[config.mk]
export PLATFORM = sky130hd
export DESIGN_NAME = reg5_serializer
export DESIGN_NICKNAME = d
export VERILOG_FILES = /design/src/rtl/reg5_serializer.sv
export SDC_FILE = /design/constraint.sdc
export NUM_CORES = 1
export LEC_CHECK = 0
export ABC_AREA = 1
export CAP_MARGIN = 20
export CORE_AREA = 3 3 40 42
export DETAILED_ROUTE_END_ITERATION = 16
export DIE_AREA = 0 0 43 45
export GPL_ROUTABILITY_DRIVEN = 1
export PLACE_DENSITY = 0.72
export SLEW_MARGIN = 20
export SYNTH_ARGS = -nofsm -noshare
export SYNTH_HDL_FRONTEND = slang
export SYNTH_SLANG_ARGS = --single-unit
[constraint.sdc]
create_clock -name clk -period 1.3 [get_ports clk]
set_input_delay 0.26 -clock clk [delete_from_list [all_inputs] [get_ports clk]]
set_output_delay 0.26 -clock clk [all_outputs]
set_load 0.01 [all_outputs]
[src/rtl/reg5_serializer.sv]
// reg5_serializer: 5-bit parallel-to-serial converter with valid/ready handshakes on both sides.
// A new word is accepted in IDLE, or on the edge that consumes the last bit, so frames can run back to back.
module reg5_serializer #(
  parameter bit LSB_FIRST = 1'b1
) (
  input  logic       clk,
  input  logic       rst,
  input  logic [4:0] in,
  input  logic       ld,
  output logic       in_ready,
  output logic       ser_out,
  output logic       ser_valid,
  input  logic       ser_ready,
  output logic       ser_first,
  output logic       ser_last,
  output logic       busy
);

  typedef enum logic {IDLE, SHIFT} state_e;

  state_e     state_q, state_d;
  logic [4:0] sh_q, sh_d;
  logic [2:0] cnt_q, cnt_d;
  logic       last_bit;
  logic       in_shift;

  assign last_bit = (cnt_q == 3'd4);
  assign in_shift = (state_q == SHIFT);

  always_comb begin
    state_d  = state_q;
    sh_d     = sh_q;
    cnt_d    = cnt_q;
    in_ready = 1'b0;
    case (state_q)
      IDLE: begin
        in_ready = 1'b1;
        if (ld) begin
          state_d = SHIFT;
          sh_d    = in;
          cnt_d   = '0;
        end
      end
      SHIFT: begin
        // Accepting only when the last bit is consumed keeps back-to-back frames bubble-free.
        in_ready = last_bit && ser_ready;
        if (ser_ready) begin
          if (last_bit) begin
            if (ld) begin
              sh_d  = in;
              cnt_d = '0;
            end else begin
              state_d = IDLE;
              sh_d    = '0;
              cnt_d   = '0;
            end
          end else begin
            sh_d  = LSB_FIRST ? {1'b0, sh_q[4:1]} : {sh_q[3:0], 1'b0};
            cnt_d = cnt_q + 3'd1;
          end
        end
      end
    endcase
  end

  always_ff @(posedge clk or posedge rst) begin
    if (rst) begin
      state_q <= IDLE;
      sh_q    <= '0;
      cnt_q   <= '0;
    end else begin
      state_q <= state_d;
      sh_q    <= sh_d;
      cnt_q   <= cnt_d;
    end
  end

  assign ser_valid = in_shift;
  assign busy      = in_shift;
  assign ser_out   = in_shift && (LSB_FIRST ? sh_q[0] : sh_q[4]);
  assign ser_first = in_shift && (cnt_q == 3'd0);
  assign ser_last  = in_shift && last_bit;

endmodule

==> results.tsv, run 1 <==
stage	metric	value	unit
run_status	status	complete, but fails checks	
run_status	failing checks	setup timing	
sta	worst setup margin	-131.7	ps
sta	Clock Skews	0.4650	ps
global_routing	first-pass GRT wire length	2.049	mm
synthesis	Synth Register Bits	9	
cts	H-tree depth	1	
drt	Wirelength per Cell	9.242	µm
pwr	P_leak	0.4869	nW
cts	worst-skew pair later-pin latency	260	ps
setup_path	endpoint class of the critical path	output pin	
die	Die H	45	µm
synthesis	cells taking the most area after synthesis	dfrtp_1 (39%), nand2_1 (15%), inv_1 (9.0%)	
worst_hold_path	min-delay worst type	input port to asynchronous set/reset pin	
die	I/O pins	15	
placed_design	Inst Count DP	113	
cts	clock-pin slew on the worst setup and hold paths	60	ps
drt	DR iter-0 viols	5	
setup_path	Largest stage delay, worst path	390	ps
sta	RSZ-0062 raised after global routing	yes	
layout	FILL cells	97	
synthesis	count leader, synth	nand2_1	
setup_path	r2r startpoint	cnt_q[0]$_DFFE_PP0P_	
synthesis	Synth top area share	0.3871	
global_routing	Tot GR Track Use	0.1453	
synthesis	largest area contributor in the netlist	dfrtp_1	
drt	Post-route DRC	0	
layout	P&R area growth vs syn	49.46	%
pwr	VDD IR max	985.7	µV
layout	Final Instance Count excl. Fillers	124	
synthesis	Yosys warning total	0	
sta	pin slew with the least headroom to its limit	363.7	ps
setup_path	crit-path cells	inv_2 -> ha_4 -> nand2_2 -> nor2_1 -> buf_2	
setup_path	Worst Path Arrival	1170	ps
setup_path	R2R setup slack	50	ps
synthesis	post-synthesis sequential area ratio	0.3871	
synthesis	synth unique cells	17	
die	die area	1935	µm²
global_routing	GRT Max-Usage Layer	met2	
synthesis	Post-synth EDFFs	0	
sta	min Tclk post-route	1432	ps
die	core area	1285	µm²
global_routing	met3 Use GR	0.02390	
synthesis	Mapped Avg Cell Area	7.459	µm²
die	num rows	13	
sta	Fin Hold WS	269.0	ps
drt	Routed WL	1.146	mm
drt	drt pass-1 iters	4	
sta	Slew Viols, Final	0	
cts	CTS tree	yes	
pwr	PD cells	1820	nW/µm²
setup_path	RR Endpoint	sh_q[2]$_DFFE_PP0P_	
sta	final setup fails	3	
setup_path	R2R depth	9	
sta	setup TNS	-388.4	ps
global_routing	grt ovf	0	
layout	fraction of layout cells with a size suffix above 1	0.3486	
setup_path	Worst path depth	5	
sta	slew margin rel.	0.7573	
global_routing	met2 Use GR	0.2335	
run	Max Cap Viol	0	
cts	cts bufs inserted	3	
global_routing	antenna violations before repair	0	
drt	via count	540	
setup_path	CP delay by family, top	flip-flops	
pwr	total power	1.582	mW
sta	Hold Fails Final Rpt	0	
layout	n_diodes	0	
layout	final net count	121	
setup_path	WS Path Type	flip-flop to output pin	
setup_path	CP max FO	5	
synthesis	top post-synthesis cells by count	nand2_1 (24), inv_1 (14), dfrtp_1 (9)	
synthesis	synthesized cell area	581.8	µm²
placed_design	GPL Wtd Cong	0.7125	
cts	cts hold-fix bufs	0	
synthesis	synthesized instance count	78	
setup_path	slowest library cell on the worst path	dfrtp_1	
global_routing	met1 Resource Use GR	0.1753	
sta	fin crit share	1.101	
drt	antenna viol nets, final	0	
layout	cell area after layout	869.6	µm²
placed_design	DP Area	780.7	µm²
cts	Max clock buf depth	2	
synthesis	ys flop type	dfrtp_1	
setup_path	WP data required	1040	ps
setup_path	crit path launch type	flip-flop	
die	Die W	43	µm
cts	clk sinks	9	
setup_path	WP buf/inv	2	
synthesis	async set-reset flop share out of synthesis	1.000	
global_routing	number of global-route vias before repair	491	
placed_design	dpl hpwl	839.2	µm
placed_design	I/O Buffers	14	
cts	root buffer cell	clkbuf_4	
global_routing	pin count of the biggest net entering global routing	12	
synthesis	Post-Syn Nets	89	
drt	vias per cell	4.355	
die	Initial Utilization	0.4528	
sta	FMAX	698.5	MHz
==> final cells by class <==
type	instances	area, µm²	share of cell area
multi-input cells	50	280.3	0.3223
inverters	15	58.81	0.06763
repair buffers	31	259.0	0.2978
flip-flops and latches	9	226.5	0.2604
clock buffers	4	26.28	0.03022
well taps	15	18.77	0.02158
==> through the flow <==
step / setup WS (ps) / utilization
finish: -131.7 / 0.6767
global placement: -449.1 / 0.6076
CTS: -131.5 / 0.6504
detailed placement: -461.5 / 0.6076
global route: -215.0 / 0.6767
floorplan: 98.66 / -
==> report_power, final <==
part           switching [mW]  leakage (nW)  internal [mW]  total [mW]
Sequential             0.0693         0.106          0.391       0.460
Clock                  0.0943        0.0150          0.118       0.212
Combinational           0.426         0.366          0.484       0.910
Total                   0.589         0.487          0.993        1.58
==> layer usage <==
layer	vias up	part of all wire
li1	292	-
met1	231	0.46
met2	14	0.47
met3	3	0.055
met4	0	0.017
met5	-	0
==> sequential cells by signal, indices dropped and copies added, names as in the netlist <==
register  count
busy          1
sh_q          5
cnt_q         3
==> what timing repair did <==
item	4_1_cts	5_1_grt
pin swaps	1	2
endpoints found under the setup margin	6	4
resized for setup	22	5
setup buffers	4	3
==> placed cells by master, fill, tap and decap left out <==
cell	instances
xnor2_1	1
o21ai_0	2
nand2_1	22
clkbuf_4	3
buf_6	3
inv_2	2
clkbuf_2	1
inv_4	1
ha_4	1
clkbuf_1	1
dfrtp_1	8
ha_1	1
buf_2	2
clkdlybuf4s50_1	8
dfrtp_2	1
a21oi_2	3
a21oi_1	2
inv_1	12
nand3_1	5
buf_4	15
o21ai_1	1
nand2_4	3
nor2_1	6
nand2_2	3
dlygate4sd2_1	2
==> worst max path at each step <==
stage / end / from
final: ser_last / cnt_q[0]$_DFFE_PP0P_
after floorplan: ser_last / cnt_q[0]$_DFFE_PP0P_
after global placement: in_ready / ser_ready
after CTS: in_ready / cnt_q[1]$_DFFE_PP0P_
after global routing: in_ready / cnt_q[0]$_DFFE_PP0P_
after detailed placement: in_ready / ser_ready
==> logic make-up after synthesis <==
| group | share of synthesized area |
|---|---|
| xor+xnor | 0.01506 |
| simple gates | 0.3054 |
| fa+ha+maj | 0.04300 |
| flops | 0.3871 |
| compound gates | 0.08817 |
| buf+inv | 0.1613 |
(Power assumes the default switching activity.)
==> run 2: changes to the inputs <==
Settings changed: ABC_AREA 1 to unset, PLACE_DENSITY 0.72 to 0.73, SLEW_MARGIN 20 to unset.
==> run 2 against run 1 <==
- the run still ends with setup timing left
- critical path depth fell by 1
- utilization rose by 4.6 points
- sequential power is 7.2% higher
- critical path type unchanged
- critical endpoint is now ser_first
==> results.tsv, run 2 <==
stage	metric	value	unit	change
run_status	status	complete, but fails checks		
run_status	failing checks	setup timing		
cts	Max clock buf depth	2		unchanged
placed_design	Inst Count DP	101		-11%
global_routing	antenna violations before repair	0		unchanged
drt	metal3 WL	109	µm	+73%
placed_design	DP Area	807.0	µm²	+3.4%
drt	Wirelength per Cell	16.98	µm	+84%
synthesis	synthesized cell area	595.6	µm²	+2.4%
layout	final net count	111		-8.3%
synthesis	cells taking the most area after synthesis	dfrtp_1 (38%), a31oi_1 (5.3%), nand4_1 (5.3%)		
cts	H-tree depth	1		unchanged
pwr	Comb pwr share	0.619		+0.044
pwr	VDD IR max	1175	µV	+19%
setup_path	RR Endpoint	sh_q[3]$_DFFE_PP0P_		
sta	FMAX	689.2	MHz	-1.3%
synthesis	Mapped Avg Cell Area	9.163	µm²	+23%
drt	DR iter-0 viols	31		+26
synthesis	largest area contributor in the netlist	dfrtp_1		
die	num rows	13		unchanged
die	Die W	43	µm	unchanged
drt	antenna viol nets, final	0		unchanged
layout	leading cell type in the layout, fill and taps excluded	buf_4		
setup_path	r2r startpoint	cnt_q[1]$_DFFE_PP0P_		
placed_design	dpl hpwl	1.109	mm	+32%
setup_path	CP delay by family, top	flip-flops		
drt	M1 WL	760	µm	+44%
sta	RSZ-0062 raised after global routing	yes		
die	die area	1935	µm²	unchanged
sta	fin crit share	1.116		+0.01477
setup_path	R2R setup slack	-130	ps	-180 ps
global_routing	number of global-route vias before repair	615		+25%
cts	cts bufs inserted	3		unchanged
drt	Met2 Wirelength	1.025	mm	+92%
drt	Post-route DRC	0		unchanged
cts	worst-skew pair later-pin latency	260	ps	about the same
sta	min Tclk post-route	1451	ps	+19.21 ps
synthesis	synthesized instance count	65		-17%
cts	clk sinks	9		unchanged
worst_hold_path	min-delay worst type	input port to asynchronous set/reset pin		
setup_path	WS Path Type	flip-flop to output pin		
die	Initial Utilization	0.4635		+0.01071
pwr	Switch Pwr	0.7183	mW	+22%
layout	commonest cells after routing, fill and taps aside	buf_4 (20), dfrtp_1 (8), clkdlybuf4s50_1 (8)		
die	I/O pins	15		unchanged
synthesis	Synth Register Bits	9		unchanged
synthesis	Post-synth EDFFs	0		unchanged
sta	pin slew with the least headroom to its limit	386.7	ps	+23.02 ps
setup_path	R2R depth	7		-2
drt	vias per cell	5.798		+33%
sta	final setup fails	10		+7
sta	Hold Fails Final Rpt	0		unchanged
cts	clock-pin slew on the worst setup and hold paths	70	ps	about the same
placed_design	I/O Buffers	14		unchanged
layout	P&R area growth vs syn	55.88	%	
drt	DR top layer	met4		
cts	CTS tree	yes		
synthesis	top post-synthesis cells by count	dfrtp_1 (9), a31oi_1 (5), nand2_1 (5), nand4_1 (5)		
cts	root buffer cell	clkbuf_4		
layout	register area	226.5	µm²	unchanged
sta	Clock Skews	3.184	ps	+2.719 ps
layout	Final Instance Count excl. Fillers	114		-8.1%
layout	cell area after layout	928.4	µm²	+6.8%
die	core area	1285	µm²	unchanged
synthesis	Yosys warning total	0		unchanged
pwr	P_leak	0.4368	nW	-10%
global_routing	pin count of the biggest net entering global routing	12		unchanged
setup_path	crit-path cells	inv_2 -> ha_4 -> and3b_1 -> buf_2		
global_routing	first-pass GRT wire length	2.677	mm	+31%
setup_path	Largest stage delay, worst path	400	ps	about the same
drt	drt pass-1 iters	4		unchanged
synthesis	async set-reset flop share out of synthesis	1.000		unchanged
placed_design	worst slack at placement	-449.8	ps	+11.73 ps
drt	Routed WL	1.936	mm	+69%
synthesis	count leader, synth	dfrtp_1		
layout	FILL cells	93		-4.1%
run	Max Cap Viol	0		unchanged
pwr	Clk pwr share	0.120		-0.014
synthesis	post-synthesis sequential area ratio	0.3782		-0.008946
setup_path	CP max FO	5		unchanged
synthesis	Synth top area share	0.3782		-0.008946
die	Die H	45	µm	unchanged
synthesis	synth unique cells	26		+9
setup_path	crit path launch type	flip-flop		
sta	Slew Viols, Final	0		unchanged
layout	fraction of layout cells with a size suffix above 1	0.4747		+0.1261
layout	n_diodes	0		unchanged
setup_path	Worst Path Arrival	1190	ps	+20 ps
placed_design	GPL Wtd Cong	0.8401		+18%
setup_path	endpoint class of the critical path	output pin		
global_routing	Tot GR Track Use	0.1884		+0.04314
layout	number of flip-flops under the largest register name	5		unchanged
global_routing	grt ovf	0		unchanged
layout	area of the multi-input gates	335.3	µm²	+20%
layout	Largest Register	sh_q		
setup_path	WP buf/inv	2		unchanged
setup_path	slowest library cell on the worst path	dfrtp_1		
pwr	Int Power	1.165	mW	+17%
setup_path	WP data required	1040	ps	about the same
pwr	Sw Ratio	0.3814		+0.009087
sta	slew margin rel.	0.7419		-0.01537
drt	via count	661		+22%
synthesis	Post-Syn Nets	76		-15%
pwr	PD cells	2028	nW/µm²	+11%
pwr	Flop pwr share	0.262		-0.029
synthesis	ys flop type	dfrtp_1		
cts	cts hold-fix bufs	0		unchanged
sta	worst setup margin	-150.9	ps	-19.21 ps
[run 2: cell count changes in the layout (fill, tap and decap cells not counted), sizes merged, moves of 4 or more]
cell / previous run / this run
a21oi: 5 / 1
a31oi: 0 / 5
buf: 20 / 29
inv: 15 / 4
nand2: 28 / 6
nand4: 0 / 5
[run 2: layout make-up]
type | instances | share of cell area
Tap cell | 15 | 0.02022
Inverter | 4 | 0.01617
Multi-Input combinational cell | 45 | 0.3612
Sequential cell | 9 | 0.2439
Clock buffer | 4 | 0.02830
Timing Repair Buffer | 37 | 0.3302
[run 2: how the worst max path moves through the flow]
| stage | slack, ps | startpoint | depth (start not counted) | end |
|---|---|---|---|---|
| global route | -190 | cnt_q[1]$_DFFE_PP0P_ | 5 | in_ready |
| global placement | -440 | ser_ready | 4 | in_ready |
| CTS | -150 | cnt_q[0]$_DFFE_PP0P_ | 5 | in_ready |
| floorplan | 30 | cnt_q[0]$_DFFE_PP0P_ | 6 | sh_q[3]$_DFFE_PP0P_ |
| detailed placement | -450 | ser_ready | 4 | in_ready |
| finish | -150 | cnt_q[1]$_DFFE_PP0P_ | 4 | ser_first |
[run 2: power by group through the flow]
stage / clock, mW / sequential [mW] / combinational (mW)
3_5_place_dp: 0 / 0.485 / 0.855
4_1_cts: 0.234 / 0.483 / 0.944
3_3_place_gp: 0 / 0.480 / 0.831
6_report: 0.225 / 0.493 / 1.16
2_1_floorplan: 0 / 0.448 / 0.509
5_1_grt: 0.244 / 0.503 / 1.25
[run 2: through the flow]
step / hold WS, ps / TNS [ps] / util / total power, mW
after CTS: 277.2 / -525.8 / 0.6728 / 1.660
after floorplan: 87.92 / 0 / - / 0.9566
final: 267.8 / -824.6 / 0.7225 / 1.883
after global placement: 538.5 / -2019 / 0.6280 / 1.311
after detailed placement: 554.2 / -2344 / 0.6280 / 1.339
after global routing: 301.5 / -1261 / 0.7225 / 1.998
[run 2: cell families after synthesis]
kind of cell | after synthesis | synth area share
buf+inv | 11 | 0.1134
compound gates | 15 | 0.1660
flops | 9 | 0.3782
simple gates | 26 | 0.2584
mux | 2 | 0.04201
fa+ha+maj | 2 | 0.04201
[run 2: metal layers]
layer	vias up	GRT usage
met1	322	0.2084
met2	29	0.3413
met5	-	0
met3	6	0.03984
met4	0	0.09639
li1	304	-
[run 2: what timing repair did]
action                                  4_1_cts  5_1_grt
pin swaps                                     1        7
endpoints found under the setup margin       12        9
buffers inserted                              4        5
resized for setup                            33        6
